==> src/rtl/mem_arbiter_if.sv <==
// Bundle of requester-side and memory-side signals for the three-way memory arbiter.
// Latency: none, wires only.
// Backpressure: requesters see wait_o/done; memory side uses a req/ack handshake.
// Modports:
//   slave  - the arbiter: takes req/we/addr/wdata and mem_rdata/mem_ack,
//            drives done/wait_o/rdata/gnt_id and mem_req/mem_we/mem_addr/mem_wdata.
//   master - requesters plus memory model: the reverse directions.
interface mem_arbiter_if #(
  parameter int ADDR_W = 16,
  parameter int DATA_W = 16
);
  // Requester side; requester i packed at [i*W +: W].
  logic [2:0]          req;
  logic [2:0]          we;
  logic [3*ADDR_W-1:0] addr;
  logic [3*DATA_W-1:0] wdata;
  logic [2:0]          done;
  logic [2:0]          wait_o;
  logic [DATA_W-1:0]   rdata;
  logic [1:0]          gnt_id;

  // Memory side.
  logic                mem_req;
  logic                mem_we;
  logic [ADDR_W-1:0]   mem_addr;
  logic [DATA_W-1:0]   mem_wdata;
  logic [DATA_W-1:0]   mem_rdata;
  logic                mem_ack;

  modport slave (
    input  req, we, addr, wdata, mem_rdata, mem_ack,
    output done, wait_o, rdata, gnt_id, mem_req, mem_we, mem_addr, mem_wdata
  );

  modport master (
    output req, we, addr, wdata, mem_rdata, mem_ack,
    input  done, wait_o, rdata, gnt_id, mem_req, mem_we, mem_addr, mem_wdata
  );
endinterface

==> src/rtl/mem_arbiter.sv <==
// Arbitrates three requesters (0 data, 1 fetch, 2 dma) onto one memory port.
// Latency: grant one edge after req seen in IDLE; done one cycle after mem_ack; IDLE the cycle after.
// Backpressure: mem_ack may stall BUSY indefinitely; losing requesters hold with wait_o high.
// Ports: clk, rst (async, active-high) plus the mem_arbiter_if.slave bundle `bus`.
// Build option: define ARB_ROUND_ROBIN_EN for rotating priority; otherwise fixed 0 > 1 > 2.
module mem_arbiter #(
  parameter int ADDR_W = 16,
  parameter int DATA_W = 16
) (
  input  logic         clk,
  input  logic         rst,
  mem_arbiter_if.slave bus
);

  typedef enum logic [1:0] {
    IDLE = 2'd0,
    BUSY = 2'd1,
    DONE = 2'd2
  } state_t;

  state_t              state_q;
  state_t              state_d;

  logic                win_vld;
  logic [1:0]          win_id;

  logic                mem_req_q;
  logic                mem_we_q;
  logic [ADDR_W-1:0]   mem_addr_q;
  logic [DATA_W-1:0]   mem_wdata_q;
  logic [DATA_W-1:0]   rdata_q;
  logic [1:0]          gnt_q;
  logic [2:0]          done_vec;

`ifdef ARB_ROUND_ROBIN_EN
  // Pointer holds the last winner; search starts at the next index.
  logic [1:0] rr_ptr;

  function automatic logic [1:0] rr_index(input logic [1:0] ptr, input int k);
    int s;
    s = int'(ptr) + k;
    if (s >= 3) s = s - 3;
    return s[1:0];
  endfunction

  // Walk from lowest to highest priority so the last hit is the winner.
  always_comb begin
    win_vld = 1'b0;
    win_id  = 2'd0;
    for (int k = 3; k >= 1; k--) begin
      if (bus.req[rr_index(rr_ptr, k)]) begin
        win_vld = 1'b1;
        win_id  = rr_index(rr_ptr, k);
      end
    end
  end

  always_ff @(posedge clk or posedge rst) begin
    if (rst) begin
      rr_ptr <= 2'd0;
    end else if (state_q == IDLE && win_vld) begin
      rr_ptr <= win_id;
    end
  end
`else
  always_comb begin
    win_vld = |bus.req;
    win_id  = 2'd0;
    if (bus.req[0])      win_id = 2'd0;
    else if (bus.req[1]) win_id = 2'd1;
    else if (bus.req[2]) win_id = 2'd2;
  end
`endif

  // FSM state register.
  always_ff @(posedge clk or posedge rst) begin
    if (rst) state_q <= IDLE;
    else     state_q <= state_d;
  end

  // FSM next state.
  always_comb begin
    state_d = state_q;
    case (state_q)
      IDLE:    if (win_vld)     state_d = BUSY;
      BUSY:    if (bus.mem_ack) state_d = DONE;
      DONE:                     state_d = IDLE;
      default:                  state_d = IDLE;
    endcase
  end

  // Memory request registers: loaded at grant, held through BUSY.
  always_ff @(posedge clk or posedge rst) begin
    if (rst) begin
      mem_req_q   <= 1'b0;
      mem_we_q    <= 1'b0;
      mem_addr_q  <= '0;
      mem_wdata_q <= '0;
      rdata_q     <= '0;
      gnt_q       <= 2'd0;
    end else begin
      if (state_q == IDLE && win_vld) begin
        mem_req_q   <= 1'b1;
        // Fetch port is read-only regardless of its we bit.
        mem_we_q    <= bus.we[win_id] & (win_id != 2'd1);
        mem_addr_q  <= bus.addr[int'(win_id)*ADDR_W +: ADDR_W];
        mem_wdata_q <= bus.wdata[int'(win_id)*DATA_W +: DATA_W];
        gnt_q       <= win_id;
      end
      // Ack outside BUSY is a stray strobe and is ignored.
      if (state_q == BUSY && bus.mem_ack) begin
        mem_req_q <= 1'b0;
        rdata_q   <= bus.mem_rdata;
      end
    end
  end

  assign done_vec      = (state_q == DONE) ? (3'b001 << gnt_q) : 3'b000;

  assign bus.done      = done_vec;
  assign bus.wait_o    = bus.req & ~done_vec;
  assign bus.rdata     = rdata_q;
  assign bus.gnt_id    = gnt_q;
  assign bus.mem_req   = mem_req_q;
  assign bus.mem_we    = mem_we_q;
  assign bus.mem_addr  = mem_addr_q;
  assign bus.mem_wdata = mem_wdata_q;

endmodule

==> src/flat_wrapper.sv <==
// flat-port wrapper written by rule: the top's interface ports become plain ports
module mem_arbiter_flat 
#(
  parameter int ADDR_W = 16,
  parameter int DATA_W = 16
)
  (clk, rst, bus_req, bus_we, bus_addr, bus_wdata, bus_mem_rdata, bus_mem_ack, bus_done, bus_wait_o, bus_rdata, bus_gnt_id, bus_mem_req, bus_mem_we, bus_mem_addr, bus_mem_wdata);
  mem_arbiter_if #(.ADDR_W(ADDR_W), .DATA_W(DATA_W)) bus_i ();
  input  logic clk;
  input  logic rst;
  input wire logic [$bits(bus_i.req)-1:0] bus_req;
  input wire logic [$bits(bus_i.we)-1:0] bus_we;
  input wire logic [$bits(bus_i.addr)-1:0] bus_addr;
  input wire logic [$bits(bus_i.wdata)-1:0] bus_wdata;
  input wire logic [$bits(bus_i.mem_rdata)-1:0] bus_mem_rdata;
  input wire logic [$bits(bus_i.mem_ack)-1:0] bus_mem_ack;
  output wire logic [$bits(bus_i.done)-1:0] bus_done;
  output wire logic [$bits(bus_i.wait_o)-1:0] bus_wait_o;
  output wire logic [$bits(bus_i.rdata)-1:0] bus_rdata;
  output wire logic [$bits(bus_i.gnt_id)-1:0] bus_gnt_id;
  output wire logic [$bits(bus_i.mem_req)-1:0] bus_mem_req;
  output wire logic [$bits(bus_i.mem_we)-1:0] bus_mem_we;
  output wire logic [$bits(bus_i.mem_addr)-1:0] bus_mem_addr;
  output wire logic [$bits(bus_i.mem_wdata)-1:0] bus_mem_wdata;
  assign bus_i.req = bus_req;
  assign bus_i.we = bus_we;
  assign bus_i.addr = bus_addr;
  assign bus_i.wdata = bus_wdata;
  assign bus_i.mem_rdata = bus_mem_rdata;
  assign bus_i.mem_ack = bus_mem_ack;
  assign bus_done = bus_i.done;
  assign bus_wait_o = bus_i.wait_o;
  assign bus_rdata = bus_i.rdata;
  assign bus_gnt_id = bus_i.gnt_id;
  assign bus_mem_req = bus_i.mem_req;
  assign bus_mem_we = bus_i.mem_we;
  assign bus_mem_addr = bus_i.mem_addr;
  assign bus_mem_wdata = bus_i.mem_wdata;
  mem_arbiter #(.ADDR_W(ADDR_W), .DATA_W(DATA_W)) u_core (.clk(clk), .rst(rst), .bus(bus_i));
endmodule
==> config.mk <==
export PLATFORM = sky130hd
export DESIGN_NAME = mem_arbiter_flat
export DESIGN_NICKNAME = d
export VERILOG_FILES = /design/src/rtl/mem_arbiter_if.sv /design/src/rtl/mem_arbiter.sv /design/src/flat_wrapper.sv
export SDC_FILE = /design/constraint.sdc
export NUM_CORES = 1
export LEC_CHECK = 0
export ABC_AREA = 1
export BUFFER_PORTS_ARGS = -buffer_cell sky130_fd_sc_hd__clkbuf_2
export CAP_MARGIN = 40
export CORE_MARGIN = 1
export CORE_UTILIZATION = 30
export CTS_CLUSTER_DIAMETER = 120
export CTS_CLUSTER_SIZE = 20
export DETAILED_ROUTE_END_ITERATION = 12
export PLACE_DENSITY = 0.62
export SETUP_SLACK_MARGIN = 0.5
export SYNTH_ARGS = -nofsm -noshare
export SYNTH_HDL_FRONTEND = slang
export SYNTH_SLANG_ARGS = --single-unit
==> constraint.sdc <==
create_clock -name clk -period 3.7 [get_ports clk]
set_clock_uncertainty 0.2 [all_clocks]
set_input_delay 0.74 -clock clk [delete_from_list [all_inputs] [get_ports clk]]
set_output_delay 0.74 -clock clk [all_outputs]
set_load 0.05 [all_outputs]
Yosys cells after proc, flatten, opt, wreduce, memory -nomap -nowiden
Cells that the tools add are included.
{ "op_classes": {"bitwise": 3, "muxes": 11, "n_lt_le_gt_ge": 1, "n_reduce_logical": 6, "n_eq_ne": 5, "shift": 3} }
{ "ops": {"columns": ["operator", "n"], "rows": [
  ["indexed part select 48 x 7 -> 16 bit", 2],
  ["2-to-1 mux 2 bit", 5],
  ["inequality test 2 x 1 -> 1 bit (second input constant)", 2],
  ["one-hot mux 2 bit (2 select lines)", 1],
  ["bitwise AND 3 bit", 1],
  ["< comparator 2 x 3 -> 1 bit (second input constant)", 1],
  ["2-to-1 mux 1 bit", 3],
  ["2-to-1 mux 3 bit", 1],
  ["NOT 3 bit", 1],
  ["OR reduction 3 bit", 1],
  ["<< shifter 1 x 2 -> 3 bit (first input constant)", 1],
  ["binary-select mux 1 bit (select 2 bit)", 1],
  ["== test 2 x 1 -> 1 bit (second input constant)", 1],
  ["== test 2 bit (second input constant)", 1],
  ["logical AND 1 bit", 2],
  ["zero test 2 bit", 1],
  ["inequality test 2 bit (second input constant)", 1],
  ["AND reduction 2 bit", 1],
  ["nonzero test 2 bit", 1],
  ["bitwise AND 1 bit", 1]
]} }
{ "word_totals": {"output_inout_bits": 58, "elab_cells": 36, "ff_bits": 54} }

Logic depth before layout (Yosys ltp)
{ "logic_depth": {"ltp_word": 6, "ltp_mapped": 8} }

Least setup slack after synthesis
Ideal clock, no wire load.
{ "synth_path": {"path_kind": "reg-to-output", "start": "register u_core.gnt_q[0] (netlist: u_core.bus.gnt_id[0])", "end": "output port bus_wait_o[1]", "path_slack_ps": 283, "t_arrival_ps": 2477, "path_stages_with_launch": 4, "path_cell_list": "dfrtp_1 inv_1 nor3_1 nor2_1"} }
{ "synth_via": {"elab_chain_len": 4} }
{ "synth_rtl": {"columns": ["item", "line_no", "source"], "rows": [
  ["start, declared", "mem_arbiter.sv:32", "logic [1:0] gnt_q;"],
  ["start signal, assigned", "mem_arbiter.sv:108", "gnt_q <= win_id;"],
  ["<< shifter 1 x 2 -> 3 bit", "mem_arbiter.sv:118", "assign done_vec = (state_q == DONE) ? (3'b001 << gnt_q) : 3'b000;"],
  ["2-to-1 mux 3 bit", "mem_arbiter.sv:118", null],
  ["named net bus_done[1]", "flat_wrapper.sv:17", "output wire logic [$bits(bus_i.done)-1:0] bus_done;"],
  ["NOT 3 bit", "mem_arbiter.sv:121", "assign bus.wait_o = bus.req & ~done_vec;"],
  ["bitwise AND 3 bit", "mem_arbiter.sv:121", null],
  ["end, declared", "flat_wrapper.sv:18", "output wire logic [$bits(bus_i.wait_o)-1:0] bus_wait_o;"]
]} }
The timed path passes the listed nets, and every way through them passes these cells.

Worst setup path after layout
{ "layout_path": {"start": "register u_core.state_q[1]", "end": "output port bus_wait_o[2]"} }
{ "layout_via": {"elab_chain_len": 4} }
{ "layout_rtl": {"columns": ["item", "line_no", "source"], "rows": [
  ["start, declared", "mem_arbiter.sv:21", "state_t state_q;"],
  ["start signal, assigned", "mem_arbiter.sv:78", "else state_q <= state_d;"],
  ["== test 2 bit", "mem_arbiter.sv:118", null],
  ["2-to-1 mux 3 bit", "mem_arbiter.sv:118", null],
  ["NOT 3 bit", "mem_arbiter.sv:121", null],
  ["bitwise AND 3 bit", "mem_arbiter.sv:121", null]
]} }
Every way passes these cells.

==> impl_metrics.tcl <==
set metrics [dict create \
    met3_usage_pct 4.89 \
    dpl_cell_area_um2 3780 \
    finalHoldViolations 0 \
    htreeDepth 2 \
    hold_class "in2async" \
    path_max_fanout 3 \
    num_vias 3020 \
    cap_violations 0 \
    num_io_pins 179 \
    syn_area_um2 2820 \
    ir_drop_uv 472 \
    fp.dieW_um 98.9 \
    busiest_layer "met2" \
    drive_above_1_share_pct 34.0 \
    initial_core_util_pct 31.7 \
    crit_arrival_ns 1.45 \
    place.gp.congestion 0.803 \
    first_global_vias 2889 \
    worst-r2r-cell-count 6 \
    track_usage_pct 17.2 \
    crit_path_end_kind "primary output" \
    post_cts_buffers 0 \
    holdWs_ns 0.252 \
    cts_tree "built" \
    netlist_instances 418 \
    cp.depth 6 \
    std_cell_rows 34 \
    fin_setup_tns_ns 0 \
    wirelength_mm 8.01 \
    design_area_um2 3860 \
    ctsHoldBuffers 0 \
    grt_pass1_wl_mm 13.3 \
    clk_pin_slew_worst_paths_ns 0.10 \
    rsz0062_at_grt "no" \
    critPathKind "reg2out" \
    final_cell_mix "nand2_1, clkbuf_2, nor2_1, dfrtp_1, nand3_1" \
    ys_warn_count 0 \
    grt_util_met1_pct 20.9 \
    final_common_cell "nand2_1" \
    period_needed_ns 2.39 \
    post-dp-hpwl_mm 6.09 \
    cp_num_buf_inv 3 \
    n_antenna_cell 0 \
    antenna_left 0 \
    regArea_um2 1350 \
    slew_violations 0 \
    grt_util_met2_pct 29.7 \
    cts_resized 0 \
    core_um2 8890 \
    finalSetupViolCount 0 \
    synthDistinctLibCells 15 \
    clk_latency_ns 0.30 \
    post-route-util_pct 43.5 \
    r2r_end "u_core.bus.mem_wdata[4]" \
    crit_slowest_cell "dfrtp_1" \
    viasPerCell 4.36 \
    critPathTopFamily "buffers and inverters" \
    port_buffers 177 \
    dp_cells 686 \
    multi_input_area_um2 1320 \
    dieArea_um2 9780 \
    status "finished clean" \
    crit_start "u_core.state_q[1]" \
    fin_nets 706 \
    critical_path.cell_chain "inv_1 -> nor2_1 -> inv_1 -> nor2_1 -> nor2_1 -> clkbuf_2" \
    critPathMaxStageDelay_ns 0.39 \
    powerDensity_nw_per_um2 872 \
    rrSetupSlack_ns 2.01 \
    cts_made_buffers 5 \
    crit_top_cell "nor2_1" \
    root_buffer "clkbuf_8" \
    antenna_found_initial 0 \
    leakage_nw 2.38 \
    final.period_utilization_pct 64.6 \
    ys_seq_area_share_pct 48.0 \
    stdcell_count 693 \
    grt-ovfl-total 0 \
    drt_iter0_markers 96 \
    avgSynthCellArea_um2 6.74 \
    tightest_slew_ns 0.594 \
    syn_nets 539 \
    critical_path.startpoint_type "register" \
    fillers 960 \
    first_pass_iters 4 \
    wl_per_cell_um 11.6 \
    cts.sinks 54 \
    post-route-drc-count 0 \
    die_h_um 98.9 \
    max_freq_ghz 0.418 \
    timing.rr.start "u_core.state_q[0]" \
    worstPathRequired_ns 2.76 \
    cp-endpoint "bus_wait_o[2]" \
    ys_ff_latch 54 \
    relSlewSlack_pct 60.3 \
    cts_buffer_depth 2 \
    grt_max_degree 40 \
    area_growth_pct 37.2 \
]
-- metrics by stage --
stage / power [mW] / setup WS (ns)
after floorplan: 2.58 / 0.809
after global placement: 3.06 / 1.20
after detailed placement: 3.09 / 1.37
after CTS: 3.42 / 1.25
final: 3.37 / 1.31
after global routing: 3.62 / 1.19
-- state kept, by name, summed over array words and instances (netlist names) --
register	flops
u_core.bus.rdata	16
u_core.bus.mem_we	1
u_core.state_q	2
u_core.bus.mem_req	1
u_core.bus.mem_addr	16
u_core.bus.gnt_id	2
u_core.bus.mem_wdata	16
-- how the worst min path moves through the flow --
stage	end	slack (ns)	cells after the start
6_report	u_core.bus.rdata[10]	0.25	2
5_1_grt	u_core.bus.mem_wdata[15]	0.28	2
4_1_cts	u_core.bus.mem_wdata[15]	0.26	2
3_5_place_dp	u_core.bus.mem_addr[6]	0.26	2
3_3_place_gp	u_core.bus.rdata[11]	0.26	2
2_1_floorplan	u_core.state_q[0]	0.33	3
-- kinds of logic (layout without fill, tap and decap cells) --
logic type,count (synthesis),count (layout),share of synthesized area (%)
simple gates,328,328,45.6
flops,54,54,48.0
buf+inv,32,199,5.68
compound gates,4,4,0.710
-- synth_stat cells --
| library cell | instances | area [um2] |
|---|---|---|
| o21ai_1 | 1 | 5.00 |
| inv_2 | 2 | 7.51 |
| a21oi_1 | 2 | 10.0 |
| dfrtp_1 | 54 | 1350 |
| nor2_1 | 71 | 267 |
| buf_6 | 2 | 22.5 |
| buf_2 | 20 | 100 |
| inv_1 | 8 | 30.0 |
| nand2_2 | 1 | 6.26 |
| o21ai_0 | 1 | 5.00 |
| nand3_2 | 1 | 10.0 |
| nand2_1 | 219 | 822 |
| nor2_2 | 1 | 6.26 |
| nand3_1 | 33 | 165 |
| nor3_1 | 2 | 10.0 |
-- metal layers --
metal | wire length [um] | up-vias
li1 | - | 1597
met1 | 3480 | 1300
met2 | 3770 | 115
met3 | 665 | 8
met4 | 95 | 0
met5 | 0 | -
-- layout make-up --
cell class	instances	area share (%)
Clock buffer	5	1.78
Clock inverter	2	0.388
Inverter	10	0.971
Multi-Input combinational cell	332	34.2
Sequential cell	54	35.0
Tap cell	108	3.50
Timing Repair Buffer	182	24.2
-- where the power goes --
group / leakage [nW] / internal, mW / switching, mW / total (mW)
sequential: 0.666 / 0.873 / 0.160 / 1.03
combinational: 1.68 / 0.459 / 1.56 / 2.02
clock: 0.0362 / 0.130 / 0.189 / 0.319
total: 2.38 / 1.46 / 1.91 / 3.37
-- worst reg2reg max path, cell delays in order, from the launching register on --
cell,delay (ns)
dfrtp_1,0.43
nor2_1,0.15
nand2_2,0.28
buf_4,0.33
nor2_1,0.14
nand2_1,0.06
nand2_1,0.06
Note: power is estimated with default switching activity, not from simulation.
